[src/rtl/vga_timing_gen_if.sv]
// Timing bundle from vga_timing_gen to the compositing stages.
// frame_cnt exists only when VGA_FRAME_CNT_EN is defined.
interface vga_timing_gen_if;
  logic [10:0] hcount;
  logic [10:0] vcount;
  logic        blank;
  logic        HS;
  logic        VS;
  logic        line_end;
  logic        frame_end;
`ifdef VGA_FRAME_CNT_EN
  logic [15:0] frame_cnt;
`endif

  modport master (
    output hcount, vcount, blank, HS, VS, line_end, frame_end
`ifdef VGA_FRAME_CNT_EN
    , output frame_cnt
`endif
  );

  modport slave (
    input hcount, vcount, blank, HS, VS, line_end, frame_end
`ifdef VGA_FRAME_CNT_EN
    , input frame_cnt
`endif
  );
endinterface

[src/rtl/vga_timing_gen.sv]
// 640x480@60 pixel-timing generator: registered counts, blank, syncs and line/frame strobes.
// Optional frames-completed counter enabled by defining VGA_FRAME_CNT_EN.
module vga_timing_gen #(
  parameter int H_ACTIVE = 640,
  parameter int H_FP     = 16,
  parameter int H_SYNC   = 96,
  parameter int H_BP     = 48,
  parameter int V_ACTIVE = 480,
  parameter int V_FP     = 10,
  parameter int V_SYNC   = 2,
  parameter int V_BP     = 33,
  parameter bit HS_POL   = 1'b0,
  parameter bit VS_POL   = 1'b0
) (
  input  logic              pixel_clk,
  input  logic              rst,
  input  logic              ce,
  vga_timing_gen_if.master  tim_o
);

  localparam int H_TOTAL = H_ACTIVE + H_FP + H_SYNC + H_BP;
  localparam int V_TOTAL = V_ACTIVE + V_FP + V_SYNC + V_BP;

  generate
    if (H_TOTAL > 2048 || V_TOTAL > 2048) begin : g_bad_geometry
      $error("vga_timing_gen: H_TOTAL and V_TOTAL must not exceed 2048");
    end
  endgenerate

  localparam logic [10:0] H_MAX    = 11'(H_TOTAL - 1);
  localparam logic [10:0] V_MAX    = 11'(V_TOTAL - 1);
  // Thresholds are 12 bits so a region ending exactly at 2048 still compares correctly.
  localparam logic [11:0] H_VIS    = 12'(H_ACTIVE);
  localparam logic [11:0] HS_START = 12'(H_ACTIVE + H_FP);
  localparam logic [11:0] HS_END   = 12'(H_ACTIVE + H_FP + H_SYNC);
  localparam logic [11:0] V_VIS    = 12'(V_ACTIVE);
  localparam logic [11:0] VS_START = 12'(V_ACTIVE + V_FP);
  localparam logic [11:0] VS_END   = 12'(V_ACTIVE + V_FP + V_SYNC);

  logic [10:0] hcount_q, hcount_d;
  logic [10:0] vcount_q, vcount_d;
  logic        blank_q, blank_d;
  logic        hs_q, hs_d;
  logic        vs_q, vs_d;
  logic        line_end_q, line_end_d;
  logic        frame_end_q, frame_end_d;
  logic        hWrap;
  logic [11:0] hNext;
  logic [11:0] vNext;

  // Decodes are taken from the next counts so each registered output matches its count.
  always_comb begin
    hWrap    = (hcount_q == H_MAX);
    hcount_d = hWrap ? 11'd0 : hcount_q + 11'd1;
    vcount_d = vcount_q;
    if (hWrap) begin
      vcount_d = (vcount_q == V_MAX) ? 11'd0 : vcount_q + 11'd1;
    end
    hNext       = {1'b0, hcount_d};
    vNext       = {1'b0, vcount_d};
    blank_d     = (hNext >= H_VIS) || (vNext >= V_VIS);
    hs_d        = ((hNext >= HS_START) && (hNext < HS_END)) ? HS_POL : ~HS_POL;
    vs_d        = ((vNext >= VS_START) && (vNext < VS_END)) ? VS_POL : ~VS_POL;
    line_end_d  = (hcount_d == H_MAX);
    frame_end_d = (hcount_d == H_MAX) && (vcount_d == V_MAX);
  end

  always_ff @(posedge pixel_clk or posedge rst) begin
    if (rst) begin
      hcount_q    <= 11'd0;
      vcount_q    <= 11'd0;
      blank_q     <= 1'b0;
      hs_q        <= ~HS_POL;
      vs_q        <= ~VS_POL;
      line_end_q  <= 1'b0;
      frame_end_q <= 1'b0;
    end else if (ce) begin
      hcount_q    <= hcount_d;
      vcount_q    <= vcount_d;
      blank_q     <= blank_d;
      hs_q        <= hs_d;
      vs_q        <= vs_d;
      line_end_q  <= line_end_d;
      frame_end_q <= frame_end_d;
    end
  end

  assign tim_o.hcount    = hcount_q;
  assign tim_o.vcount    = vcount_q;
  assign tim_o.blank     = blank_q;
  assign tim_o.HS        = hs_q;
  assign tim_o.VS        = vs_q;
  assign tim_o.line_end  = line_end_q;
  assign tim_o.frame_end = frame_end_q;

`ifdef VGA_FRAME_CNT_EN
  logic [15:0] frame_cnt_q, frame_cnt_d;

  // frame_end_q marks the last pixel, so an enabled edge now wraps the frame.
  always_comb begin
    frame_cnt_d = frame_end_q ? frame_cnt_q + 16'd1 : frame_cnt_q;
  end

  always_ff @(posedge pixel_clk or posedge rst) begin
    if (rst) begin
      frame_cnt_q <= 16'd0;
    end else if (ce) begin
      frame_cnt_q <= frame_cnt_d;
    end
  end

  assign tim_o.frame_cnt = frame_cnt_q;
`endif

endmodule

[src/flat_wrapper.sv]
// flat-port wrapper written by rule: the top's interface ports become plain ports
module vga_timing_gen_flat 
#(
  parameter int H_ACTIVE = 640,
  parameter int H_FP     = 16,
  parameter int H_SYNC   = 96,
  parameter int H_BP     = 48,
  parameter int V_ACTIVE = 480,
  parameter int V_FP     = 10,
  parameter int V_SYNC   = 2,
  parameter int V_BP     = 33,
  parameter bit HS_POL   = 1'b0,
  parameter bit VS_POL   = 1'b0
)
  (pixel_clk, rst, ce, tim_o_hcount, tim_o_vcount, tim_o_blank, tim_o_HS, tim_o_VS, tim_o_line_end, tim_o_frame_end);
  vga_timing_gen_if tim_o_i ();
  input  logic pixel_clk;
  input  logic rst;
  input  logic ce;
  output wire logic [$bits(tim_o_i.hcount)-1:0] tim_o_hcount;
  output wire logic [$bits(tim_o_i.vcount)-1:0] tim_o_vcount;
  output wire logic [$bits(tim_o_i.blank)-1:0] tim_o_blank;
  output wire logic [$bits(tim_o_i.HS)-1:0] tim_o_HS;
  output wire logic [$bits(tim_o_i.VS)-1:0] tim_o_VS;
  output wire logic [$bits(tim_o_i.line_end)-1:0] tim_o_line_end;
  output wire logic [$bits(tim_o_i.frame_end)-1:0] tim_o_frame_end;
  assign tim_o_hcount = tim_o_i.hcount;
  assign tim_o_vcount = tim_o_i.vcount;
  assign tim_o_blank = tim_o_i.blank;
  assign tim_o_HS = tim_o_i.HS;
  assign tim_o_VS = tim_o_i.VS;
  assign tim_o_line_end = tim_o_i.line_end;
  assign tim_o_frame_end = tim_o_i.frame_end;
  vga_timing_gen #(.H_ACTIVE(H_ACTIVE), .H_FP(H_FP), .H_SYNC(H_SYNC), .H_BP(H_BP), .V_ACTIVE(V_ACTIVE), .V_FP(V_FP), .V_SYNC(V_SYNC), .V_BP(V_BP), .HS_POL(HS_POL), .VS_POL(VS_POL)) u_core (.pixel_clk(pixel_clk), .rst(rst), .ce(ce), .tim_o(tim_o_i));
endmodule
[config.mk]
export PLATFORM = sky130hd
export DESIGN_NAME = vga_timing_gen_flat
export DESIGN_NICKNAME = d
export VERILOG_FILES = /design/src/rtl/vga_timing_gen_if.sv /design/src/rtl/vga_timing_gen.sv /design/src/flat_wrapper.sv
export SDC_FILE = /design/constraint.sdc
export NUM_CORES = 1
export LEC_CHECK = 0
export CORE_ASPECT_RATIO = 0.6
export CORE_MARGIN = 3
export CORE_UTILIZATION = 55
export DETAILED_ROUTE_END_ITERATION = 8
export DONT_BUFFER_PORTS = 1
export HOLD_SLACK_MARGIN = 0.02
export PLACE_DENSITY = 0.8
export SLEW_MARGIN = 20
export SYNTH_ARGS = -nofsm -noshare
export SYNTH_HDL_FRONTEND = slang
export SYNTH_SLANG_ARGS = --single-unit
[constraint.sdc]
create_clock -name pixel_clk -period 6.1 [get_ports pixel_clk]
set_input_delay 1.22 -clock pixel_clk [delete_from_list [all_inputs] [get_ports pixel_clk]]
set_output_delay 1.22 -clock pixel_clk [all_outputs]
set_load 0.01 [all_outputs]
==> results.toml <==
[synthesis]
seq_area_frac_synth_pct = 36.5
synth_top_cell_by_area = "dfrtp_1"
synth-edff-count = 0
synth_nets = 229
ys_ff_latch = 27
yosys-top-cells-count = "dfrtp_1 (25), nand2_1 (23), nor2_1 (20)"
synth.most_common_cell = "dfrtp_1"
async_flop_share_pct = 100
synth_top_area_share_pct = 33.6
synth_area_um2 = 1860
synth.avg_cell_area_um2 = 8.38
syn_inst = 222
synth-main-ff-cell = "dfrtp_1"
ys_types = 49
synth_warnings = 0
synthTopCellsByArea = "dfrtp_1 (34%), xnor2_1 (5.2%), nand2_1 (4.6%)"

[timing]
fin_ws_ns = 3.28
post-route-period-util_pct = 46.2
slew_headroom_pct = 61.3
holdWs_ns = 0.530
max_freq_mhz = 355
finClkSkew_ns = 0.00610
rsz0062_at_grt = "false"
finalCriticalPeriod_ns = 2.82
tightest_slew_ns = 0.579
timing.setup.tns_ns = 0
setup_viol = 0
hold_viol_final = 0
maxSlewViolCount = 0

[hold_path]
hold_path_class = "register to register"
hold_depth = 2
hold-path-endpoint = "u_core.tim_o.HS"
hp-start = "u_core.tim_o.HS"

[floorplan]
fp.dieH_um = 51.0
pin_count = 30
core-area_um2 = 3040
initial_core_util_pct = 61.2
die_x_um = 81.1
die_area_um2 = 4140
rows = 15

[placed_design]
place_ws_ns = 3.32
dp_hpwl_um = 3270
portBuffers = 0
place_congestion = 0.980

[clocking]
clockBufferDepth = 2
clk-insertion-delay-late_ns = 0.28
clock_sinks = 27
htree_levels = 1
cts_buffers = 3
postCtsSetupRepairBufs = 0
cts_tree = "built"
cts-resized-gates = 0
cts_hold_buf = 0
path_clk_slew_ns = 0.10
cts-root-buf = "clkbuf_8"

[worst_setup_path]
worstPathArrival_ns = 3.00
cp-start-kind = "register"
r2r-start = "u_core.tim_o.hcount[1]"
crit_required_ns = 6.28
critical_path_class = "register to register"
critPathLaunch = "u_core.tim_o.hcount[1]"
reg2reg_depth = 7
endpoint_kind = "register"
cp_max_fo = 12
critical_path.reg2reg.endpoint = "u_core.tim_o.frame_end"
r2r_setup_slack_ns = 3.28

[final_layout]
nFillCells = 262
layout-area-overhead-vs-synth_pct = 0.605
fin_util_pct = 61.5
n_antenna_cell = 0
final_nets = 217
drive_above_1_share_pct = 7.66
seqCellArea_um2 = 678
multi_input_area_um2 = 1060

[job]
cap_violations = 0

[pwr]
p_leak_uw = 0.000698
power_uw = 507
cellPowerDensity_nw_per_um2 = 271
vdd_ir_drop_max_uv = 189

[route]
drt_wl_total_um = 4470
vias = 1635
postRouteAntennaNets = 0
via_per_inst = 6.51
drt_iter0_drc = 201
drt-wirelength-per-cell_um = 17.8
dr.pass1.iters = 5
remaining_drc_errors = 0

[global_route]
grtUsageTotal_pct = 23.4
grt_first_pass_wirelength_um = 7350
overflow = 0
antenna_found_initial = 0
grt_max_degree = 28
grt_pass1_vias = 1483

[outcome]
status = "complete, no violations"
[cell families after synthesis]
kind of cell    after synthesis  share of synthesized area (%)
simple gates                 99                           29.1
compound gates               50                           17.6
buf+inv                      26                           6.53
fa+ha+maj                     4                           2.69
xor+xnor                     16                           7.54
flops                        27                           36.5
[per-stage QoR]
step / std cells / instance area [um^2]
after CTS: 251 / 1870
after floorplan: 222 / 1860
after detailed placement: 247 / 1820
after global routing: 251 / 1870
after global placement: 247 / 1820
final: 251 / 1870
[layout make-up]
| class | count | area share [%] |
|---|---|---|
| multi-input combinational | 169 | 56.7 |
| sequential | 27 | 36.3 |
| tap | 42 | 2.81 |
| clock buffer | 3 | 2.21 |
| inverter | 9 | 1.81 |
| clock inverter | 1 | 0.268 |
[sequential cells by signal, summed over array words and instances (netlist names)]
| register | flops |
|---|---|
| u_core.tim_o.hcount | 11 |
| u_core.tim_o.blank | 1 |
| u_core.tim_o.frame_end | 1 |
| u_core.tim_o.vcount | 11 |
| u_core.tim_o.VS | 1 |
| u_core.tim_o.HS | 1 |
| u_core.tim_o.line_end | 1 |
[worst max-delay path, stage by stage, from the launching register on]
cell,delay (ns)
dfrtp_1,0.49
ha_1,0.33
and4_1,0.33
nand4_1,0.47
or3_1,0.57
a32oi_1,0.19
nor4_1,0.08
a32o_1,0.26
[where the power goes]
group | switching [uW] | internal [uW] | total (uW)
clock network | 61.3 | 46.0 | 107
logic | 66.9 | 56.8 | 124
registers | 73.9 | 202 | 276
total | 202 | 305 | 507
[cell usage in the layout (no fill, tap or decap), types with 4 or more instances in the layout]
cell type   n
dfrtp_1    25
nand2_1    23
nor2_1     20
nand3_1    14
o21ai_0    12
xnor2_1    11
nor3_1     10
a21oi_1    10
inv_1       8
o31ai_1     7
xor2_1      5
nor4_1      5
nand4_1     4
ha_1        4
[worst max-delay path by stage]
stage / slack, ns / to / depth (start not counted)
final: 3.28 / u_core.tim_o.frame_end / 7
after global routing: 3.14 / u_core.tim_o.frame_end / 7
after CTS: 3.33 / u_core.tim_o.frame_end / 7
after detailed placement: 3.32 / u_core.tim_o.frame_end / 7
after global placement: 3.49 / u_core.tim_o.frame_end / 7
after floorplan: 3.81 / u_core.tim_o.vcount[10] / 5
[metal layers]
layer / GRT usage, % / part of all wire (%)
met1: 34.0 / 46
met2: 31.3 / 40
met3: 10.7 / 13
met4: 4.78 / 0.34
met5: 0 / 0
No activity file was read; power rests on OpenSTA's default activity.
